**src/rtl/sensor_vaga_ultrassom_if.sv**
```systemverilog
// Sensor-side bundle for one parking spot front end.
// The DUT side uses master; a sensor/display model uses slave.
interface sensor_vaga_ultrassom_if #(
  parameter int ECHO_MAX_CYCLES = 600000
);
  localparam int W = $clog2(ECHO_MAX_CYCLES + 1);

  logic         echo_in;
  logic         trig_out;
  logic         vaga_out;
  logic         medida_valida;
  logic [W-1:0] largura_eco;
  logic         erro_timeout;

  modport master (
    input  echo_in,
    output trig_out,
    output vaga_out,
    output medida_valida,
    output largura_eco,
    output erro_timeout
  );

  modport slave (
    output echo_in,
    input  trig_out,
    input  vaga_out,
    input  medida_valida,
    input  largura_eco,
    input  erro_timeout
  );
endinterface

```
**src/rtl/sensor_vaga_ultrassom.sv**
```systemverilog
// Ultrasonic parking-spot sensor: trigger, echo width, hysteresis
// classification and N-in-a-row confirmation of the occupied flag.
module sensor_vaga_ultrassom #(
  parameter int TRIG_CYCLES     = 250,
  parameter int RISE_TIMEOUT    = 25000,
  parameter int ECHO_MAX_CYCLES = 600000,
  parameter int LIM_OCUP        = 15000,
  parameter int LIM_LIVRE       = 20000,
  parameter int GAP_CYCLES      = 1500000,
  parameter int CONFIRM_N       = 3
) (
  input  logic clk,
  input  logic rst,
  sensor_vaga_ultrassom_if.master bus
);
  localparam int W  = $clog2(ECHO_MAX_CYCLES + 1);
  localparam int M1 = (TRIG_CYCLES > RISE_TIMEOUT) ?
                      TRIG_CYCLES : RISE_TIMEOUT;
  localparam int M2 = (M1 > ECHO_MAX_CYCLES) ?
                      M1 : ECHO_MAX_CYCLES;
  localparam int M3 = (M2 > GAP_CYCLES) ? M2 : GAP_CYCLES;
  localparam int CW = $clog2(M3 + 1);
  localparam int NW = $clog2(CONFIRM_N + 1);

  localparam logic [CW-1:0] C_TRIG  = CW'(TRIG_CYCLES);
  localparam logic [CW-1:0] C_RISE  = CW'(RISE_TIMEOUT - 1);
  localparam logic [CW-1:0] C_MAX   = CW'(ECHO_MAX_CYCLES);
  localparam logic [CW-1:0] C_OCUP  = CW'(LIM_OCUP);
  localparam logic [CW-1:0] C_LIVRE = CW'(LIM_LIVRE);
  localparam logic [CW-1:0] C_GAP   = CW'(GAP_CYCLES - 1);
  localparam logic [NW-1:0] C_CONF  = NW'(CONFIRM_N);

  localparam logic [2:0] S_TRIG = 3'd0;
  localparam logic [2:0] S_WAIT = 3'd1;
  localparam logic [2:0] S_MEAS = 3'd2;
  localparam logic [2:0] S_EVAL = 3'd3;
  localparam logic [2:0] S_GAP  = 3'd4;

  logic [2:0]    state;
  logic [CW-1:0] cnt;
  logic          armed;
  logic          echo_m;
  logic          echo_s;
  logic          trig_q;
  logic          vaga_q;
  logic          val_q;
  logic [W-1:0]  larg_q;
  logic          erro_q;
  logic          cand;
  logic [NW-1:0] conf;
  logic          cand_n;
  logic          sat;
  logic [NW-1:0] conf_inc;
  logic          conf_hit;

  assign bus.trig_out      = trig_q;
  assign bus.vaga_out      = vaga_q;
  assign bus.medida_valida = val_q;
  assign bus.largura_eco   = larg_q;
  assign bus.erro_timeout  = erro_q;

  // Two-flop synchronizer for the asynchronous echo line
  always_ff @(posedge clk) begin
    if (rst) begin
      echo_m <= 1'b0;
      echo_s <= 1'b0;
    end else begin
      echo_m <= bus.echo_in;
      echo_s <= echo_m;
    end
  end

  // Classify the finished width; the band keeps the old candidate
  always_comb begin
    sat      = (cnt >= C_MAX);
    cand_n   = cand;
    conf_inc = conf + NW'(1);
    conf_hit = (conf_inc >= C_CONF);
    unique case (1'b1)
      sat:                      cand_n = 1'b0;
      !sat && (cnt < C_OCUP):   cand_n = 1'b1;
      !sat && (cnt > C_LIVRE):  cand_n = 1'b0;
      default:                  cand_n = cand;
    endcase
  end

  // Measurement loop: trigger, wait edge, measure, publish, idle
  always_ff @(posedge clk) begin
    if (rst) begin
      state  <= S_TRIG;
      cnt    <= '0;
      armed  <= 1'b0;
      trig_q <= 1'b0;
      vaga_q <= 1'b0;
      val_q  <= 1'b0;
      larg_q <= '0;
      erro_q <= 1'b0;
      cand   <= 1'b0;
      conf   <= '0;
    end else begin
      val_q <= 1'b0;
      unique case (state)
        S_TRIG: begin
          if (cnt >= C_TRIG) begin
            trig_q <= 1'b0;
            cnt    <= '0;
            armed  <= 1'b0;
            state  <= S_WAIT;
          end else begin
            trig_q <= 1'b1;
            cnt    <= cnt + CW'(1);
          end
        end
        S_WAIT: begin
          if (armed && echo_s) begin
            cnt   <= CW'(1);
            state <= S_MEAS;
          end else if (cnt >= C_RISE) begin
            erro_q <= 1'b1;
            cnt    <= '0;
            state  <= S_GAP;
          end else begin
            cnt   <= cnt + CW'(1);
            armed <= armed | ~echo_s;
          end
        end
        S_MEAS: begin
          if (!echo_s || sat) begin
            state <= S_EVAL;
          end else begin
            cnt <= cnt + CW'(1);
          end
        end
        S_EVAL: begin
          larg_q <= cnt[W-1:0];
          val_q  <= 1'b1;
          erro_q <= 1'b0;
          cand   <= cand_n;
          if (cand_n == vaga_q) begin
            conf <= '0;
          end else if (conf_hit) begin
            vaga_q <= cand_n;
            conf   <= '0;
          end else begin
            conf <= conf_inc;
          end
          cnt   <= '0;
          state <= S_GAP;
        end
        S_GAP: begin
          if (cnt >= C_GAP) begin
            trig_q <= 1'b1;
            cnt    <= CW'(1);
            state  <= S_TRIG;
          end else begin
            cnt <= cnt + CW'(1);
          end
        end
        default: state <= S_TRIG;
      endcase
    end
  end
endmodule

```
**src/flat_wrapper.sv**
```systemverilog
// flat-port wrapper written by rule: the top's interface ports become plain ports
module sensor_vaga_ultrassom_flat 
#(
  parameter int TRIG_CYCLES     = 250,
  parameter int RISE_TIMEOUT    = 25000,
  parameter int ECHO_MAX_CYCLES = 600000,
  parameter int LIM_OCUP        = 15000,
  parameter int LIM_LIVRE       = 20000,
  parameter int GAP_CYCLES      = 1500000,
  parameter int CONFIRM_N       = 3
)
  (clk, rst, bus_echo_in, bus_trig_out, bus_vaga_out, bus_medida_valida, bus_largura_eco, bus_erro_timeout);
  sensor_vaga_ultrassom_if #(.ECHO_MAX_CYCLES(ECHO_MAX_CYCLES)) bus_i ();
  input  logic clk;
  input  logic rst;
  input wire logic [$bits(bus_i.echo_in)-1:0] bus_echo_in;
  output wire logic [$bits(bus_i.trig_out)-1:0] bus_trig_out;
  output wire logic [$bits(bus_i.vaga_out)-1:0] bus_vaga_out;
  output wire logic [$bits(bus_i.medida_valida)-1:0] bus_medida_valida;
  output wire logic [$bits(bus_i.largura_eco)-1:0] bus_largura_eco;
  output wire logic [$bits(bus_i.erro_timeout)-1:0] bus_erro_timeout;
  assign bus_i.echo_in = bus_echo_in;
  assign bus_trig_out = bus_i.trig_out;
  assign bus_vaga_out = bus_i.vaga_out;
  assign bus_medida_valida = bus_i.medida_valida;
  assign bus_largura_eco = bus_i.largura_eco;
  assign bus_erro_timeout = bus_i.erro_timeout;
  sensor_vaga_ultrassom #(.TRIG_CYCLES(TRIG_CYCLES), .RISE_TIMEOUT(RISE_TIMEOUT), .ECHO_MAX_CYCLES(ECHO_MAX_CYCLES), .LIM_OCUP(LIM_OCUP), .LIM_LIVRE(LIM_LIVRE), .GAP_CYCLES(GAP_CYCLES), .CONFIRM_N(CONFIRM_N)) u_core (.clk(clk), .rst(rst), .bus(bus_i));
endmodule
```
**config.mk**
```make
export PLATFORM = sky130hd
export DESIGN_NAME = sensor_vaga_ultrassom_flat
export DESIGN_NICKNAME = d
export VERILOG_FILES = /design/src/rtl/sensor_vaga_ultrassom_if.sv /design/src/rtl/sensor_vaga_ultrassom.sv /design/src/flat_wrapper.sv
export SDC_FILE = /design/constraint.sdc
export NUM_CORES = 1
export LEC_CHECK = 0
export ABC_CLOCK_PERIOD_IN_PS = 6900
export CAP_MARGIN = 20
export CORE_MARGIN = 4
export CORE_UTILIZATION = 45
export CTS_BUF_LIST = sky130_fd_sc_hd__clkbuf_4
export DETAILED_ROUTE_END_ITERATION = 8
export DONT_BUFFER_PORTS = 1
export PLACE_DENSITY = 0.65
export SETUP_SLACK_MARGIN = 0.02
export SLEW_MARGIN = 20
export SYNTH_ARGS = -nofsm -noshare
export SYNTH_HDL_FRONTEND = slang
export SYNTH_SLANG_ARGS = --single-unit
```
**constraint.sdc**
```tcl
create_clock -name clk -period 6.9 [get_ports clk]
set_clock_uncertainty 0.05 [all_clocks]
set_input_delay 0.69 -clock clk [delete_from_list [all_inputs] [get_ports clk]]
set_output_delay 0.69 -clock clk [all_outputs]
set_load 0.005 [all_outputs]
```
# == After elaboration in Yosys (flattened, before gate mapping) ==
# Cells that the tools add are included.
# word_totals
register_bits,54
in_bits,3
out_inout_bits,24
elab_cells,81
# classes
n_addsub,2
magnitude_cmp,7
eq_ne,13
n_mux,26
bitwise_logic,3
reduce_logical,18
# op_table
cell,n
$mux 21,5
$pmux 21 s5,1
$add 21x1->21 const B,1
$ge 21x15->1 const B,1
$ge 21x20->1 const B,1
$ge 21x21->1 const B,1
$ge 21x8->1 const B,1
$gt 21x15->1 const B,1
$lt 21x14->1 const B,1
$mux 3,5
$pmux 3 s5,1
$mux 1,8
$ne 2x1->1 const B,4
$pmux 1 s2,4
$reduce_and 4->1,2
$eq 3x2->1 const B,2
$ne 2x2->1 const B,3
$reduce_and 3->1,2
$reduce_bool 2->1,3
$reduce_bool 5->1,1
$mux 2,2
$reduce_and 2->1,2
$eq 3x1->1 const B,1
$eq 3x3->1 const B,1
11 further kinds,15

# == Depth between registers and ports, before layout ==
# logic_depth
depth_word,8
mapped_depth,9
depth_no_buf,8

# == Least setup slack after synthesis ==
# No wires, ideal clock.
# synth_timing
path_kind,flip-flop to flip-flop
startpoint,register u_core.cnt[9]
endpoint,register u_core.cnt[16]
setup_ps,115
t_arrival_ps,2219
required_ps,6735
setup_slack_ps,4516
path_stages_with_launch,9
path_buffers,2
synth_period_minus_slack_ps,2384
cell_sequence,dfxtp_1 -> buf_6 -> or4_4 -> or4b_4 -> o211ai_2 -> o21ai_2 -> a31oi_4 -> buf_6 -> nor2_1
# synth_between
elab_chain_cells,4
elab_cells_between_ends,14
classes_between,add/sub (1); order compare (4); eq/ne (1); mux (6); reduce/logical (2)
# synth_rtl
element,line_no,text
from (decl),sensor_vaga_ultrassom.sv:40,logic [CW-1:0] cnt;
from (signal assigned),sensor_vaga_ultrassom.sv:111,cnt <= cnt + CW'(1);
from (signal assigned),sensor_vaga_ultrassom.sv:123,cnt <= cnt + CW'(1);
from (signal assigned),sensor_vaga_ultrassom.sv:131,cnt <= cnt + CW'(1);
"$add 21x1->21, or another cell as far along",-,
$mux 21 / $logic_or 1x1->1 (equally long branches),"sensor_vaga_ultrassom.sv:118, sensor_vaga_ultrassom.sv:128",
$mux 21 / $ne 2x2->1 (equally long branches),-,
$pmux 21 s5 / $reduce_and 2->1 (equally long branches),-,
# Several ways; a longest one is shown, not always the timed one. The select of a mux whose other input is x is not followed.
# A chain may end at the register's enable or synchronous reset.

# == Worst setup path after layout ==
# layout_timing
startpoint,register u_core.cnt[9]
endpoint,register u_core.cnt[20]
# Same word-level chain as after synthesis.

==> results.md <==
* Fillers at 595
* Clock network power share at 39.1%
* H-Tree Depth at 2
* Period utilization at 38.8%
* Worst-margin pin slew at 1010 ps
* Ys flop type: dfxtp_1
* Input/output buffers at 0
* I/O Pins at 27
* Design area at 2830 um^2
* Synth area leaders: dfxtp_1 39%, nand2_1 7.0%, a21oi_1 5.3%, xor2_1 4.8%, nor2_1 4.4%
* Final max-slew violation count at 0
* Final hold violation count at 0
* CTS buffer count at 5
* F_max at 374 MHz
* Via/cell ratio at 6.03
* Gate Count Post-Synth at 335
* DR iter-0 viols at 251
* # resized after CTS at 0
* Nets at 320
* Syn Area/Cell at 8.19 um^2
* Die Width at 86.1 um
* CTS tree: built
* Sequential cell area at 1080 um^2
* Async SR Flop Fraction at 0%
* Largest net degree at the start of global routing at 37
* Full die area at 7410 um^2
* Comb power frac at 2.5%
* Library cells used by synthesis at 64
* Tot GR Track Use at 18.5%
* RR Startpoint: u_core.cnt[9]
* Vias post-DR at 2356
* Leakage Power at 0.000968 uW
* Clk sinks at 54
* RSZ-0062 raised after global routing: false
* Min Tclk post-route at 2680 ps
* Post-route setup slack at 4220 ps
* Top-count cell post-synth: dfxtp_1
* Row Count at 28
* Net Sw Frac at 20.6%
* CTS Hold Bufs at 0
* Slew headroom at 32.3%
* Register area share after synthesis at 39.4%
* Post-Syn Area at 2740 um^2
* Clk_lat worst skew at 380 ps
* First-pass GRT wire length at 11.2 mm
* Die H at 86.1 um
* Avg WL per Cell at 16.7 um
* Synth top area share at 39.4%
* Min-delay src: rst
* R2R cell count at 6
* Worst hold path depth at 1
* Initial Util at 46.3%
* CTS clk-pin slew, worst paths at 160 ps
* Routability cong. at 0.785
* Post-synth EDFFs at 0
* Pre-antenna DRT Iters at 4
* Area of the multi-input gates at 1510 um^2
* CP endpoint kind: register
* Arrival @ worst endpoint at 2950 ps
* Antenna Cells at 0
* P_int at 432 uW
* Setup crit start kind: register
* Total wire length at 6.52 mm
* Worst VDD drop at 126 uV
* Area after DPL at 2720 um^2
* Clock Path Buffers at 2
* Final setup violation count at 0
* Syn Nets at 340
* Top cells by count, synth: 54 x dfxtp_1, 51 x nand2_1, 32 x nor2_1
* Post-CTS setup buffers at 0
* Vias in the first global route at 2208
* Yosys reg bits at 54
* Hold WC Path Type: input pin to register
* Core area at 5920 um^2
* MaxCap Viol Count at 0
* Status: completed
* GRT overflow at 0
* WP data required at 7170 ps
* Top cell type by total area after synthesis: dfxtp_1
* Post-DP HPWL at 4.43 mm
* CP startpoint: u_core.cnt[9]
* Root buf cell: clkbuf_4
* Sum Neg Setup Slack at 0 ps
* Initial antenna violation count at 0
* Crit Path Max Fanout at 16
* DRC violations left at 0
* Post-DRT Antenna Nets at 0
* WHS at 294 ps
* Reg power frac at 58.4%
* Layout cells sized above 1 at 6.65%
* Area delta synth->final at 2.96%
* Power Density at 193 nW/um^2
* Psw at 112 uW
* Critical path class: register to register
* Place WS at 4260 ps
* YS warnings at 0
## cell usage in the layout, fill, tap and decap left out, types with 3 or more instances in the layout
| cell type | n |
|---|---|
| dfxtp_1 | 54 |
| nand2_1 | 51 |
| nor2_1 | 32 |
| a21oi_1 | 29 |
| xor2_1 | 15 |
| o2111ai_1 | 10 |
| o211ai_1 | 9 |
| nand3_1 | 7 |
| nor3_1 | 7 |
| o21ai_0 | 7 |
| inv_1 | 6 |
| nand4_1 | 6 |
| nor2b_1 | 5 |
| clkbuf_4 | 5 |
| and3_1 | 4 |
| and2_1 | 4 |
| and4_1 | 3 |
| nand2b_1 | 3 |
| a2111oi_0 | 3 |
| o21a_1 | 3 |
## metal layers
layer | part of all wire (%) | global-route usage [%] | vias up
li1 | - | - | 1156
met1 | 48 | 26.5 | 1120
met2 | 46 | 28.3 | 69
met3 | 4.8 | 3.36 | 11
met4 | 1.5 | 5.76 | 0
met5 | 0 | 0 | -
## metrics by stage
stage,std cells,total power [uW],utilization (%)
after floorplan,335,338,-
after global placement,383,338,46.0
after detailed placement,383,338,46.0
after CTS,391,547,47.7
after global routing,391,561,47.7
final,391,544,47.7
## path summary, 6_finish.rpt
kind / to / slack, ps
worst max-delay path: u_core.cnt[20] / 4220
worst min-delay path: u_core.bus.largura_eco[0] / 290
worst max register to register: u_core.cnt[20] / 4220
worst min register to register: u_core.echo_s / 400
## registers in the layout, indices dropped and copies added, names as in the netlist
| register | cells |
|---|---|
| u_core.bus.erro_timeout | 1 |
| u_core.echo_s | 1 |
| u_core.state | 3 |
| u_core.bus.medida_valida | 1 |
| u_core.echo_m | 1 |
| u_core.conf | 2 |
| u_core.cnt | 21 |
| u_core.bus.vaga_out | 1 |
| u_core.armed | 1 |
| u_core.cand | 1 |
| u_core.bus.largura_eco | 20 |
| u_core.bus.trig_out | 1 |
## critical path, cell delays in order, from the launching register on
cell,delay [ps]
dfxtp_1,470
or4_4,600
nor4_1,420
a21oi_1,200
nor3_2,370
a31oi_4,290
a21oi_1,210
## power groups by stage
stage,sequential [uW],clock [uW],combinational (uW)
global placement,325,0,13.3
global route,318,227,15.7
CTS,318,216,13.4
detailed placement,324,0,13.3
floorplan,323,0,14.9
finish,318,213,13.5
## area by class of cell
class / instances / area share, %
clock inverter: 3 / 2.26
inverter: 6 / 0.797
multi-input combinational: 246 / 53.5
clock buffer: 5 / 1.33
tap: 75 / 3.32
sequential: 54 / 38.3
timing repair buffer: 2 / 0.531
## cell families (layout without fill, tap and decap cells)
logic type	Yosys count	after routing	synth area share (%)
flops	54	54	39.4
fa+ha+maj	2	2	0.912
buf+inv	35	16	5.52
compound gates	87	87	23.0
xor+xnor	17	17	5.43
mux	1	1	0.365
simple gates	139	139	25.4
Note: power is estimated with default switching activity, not from simulation.
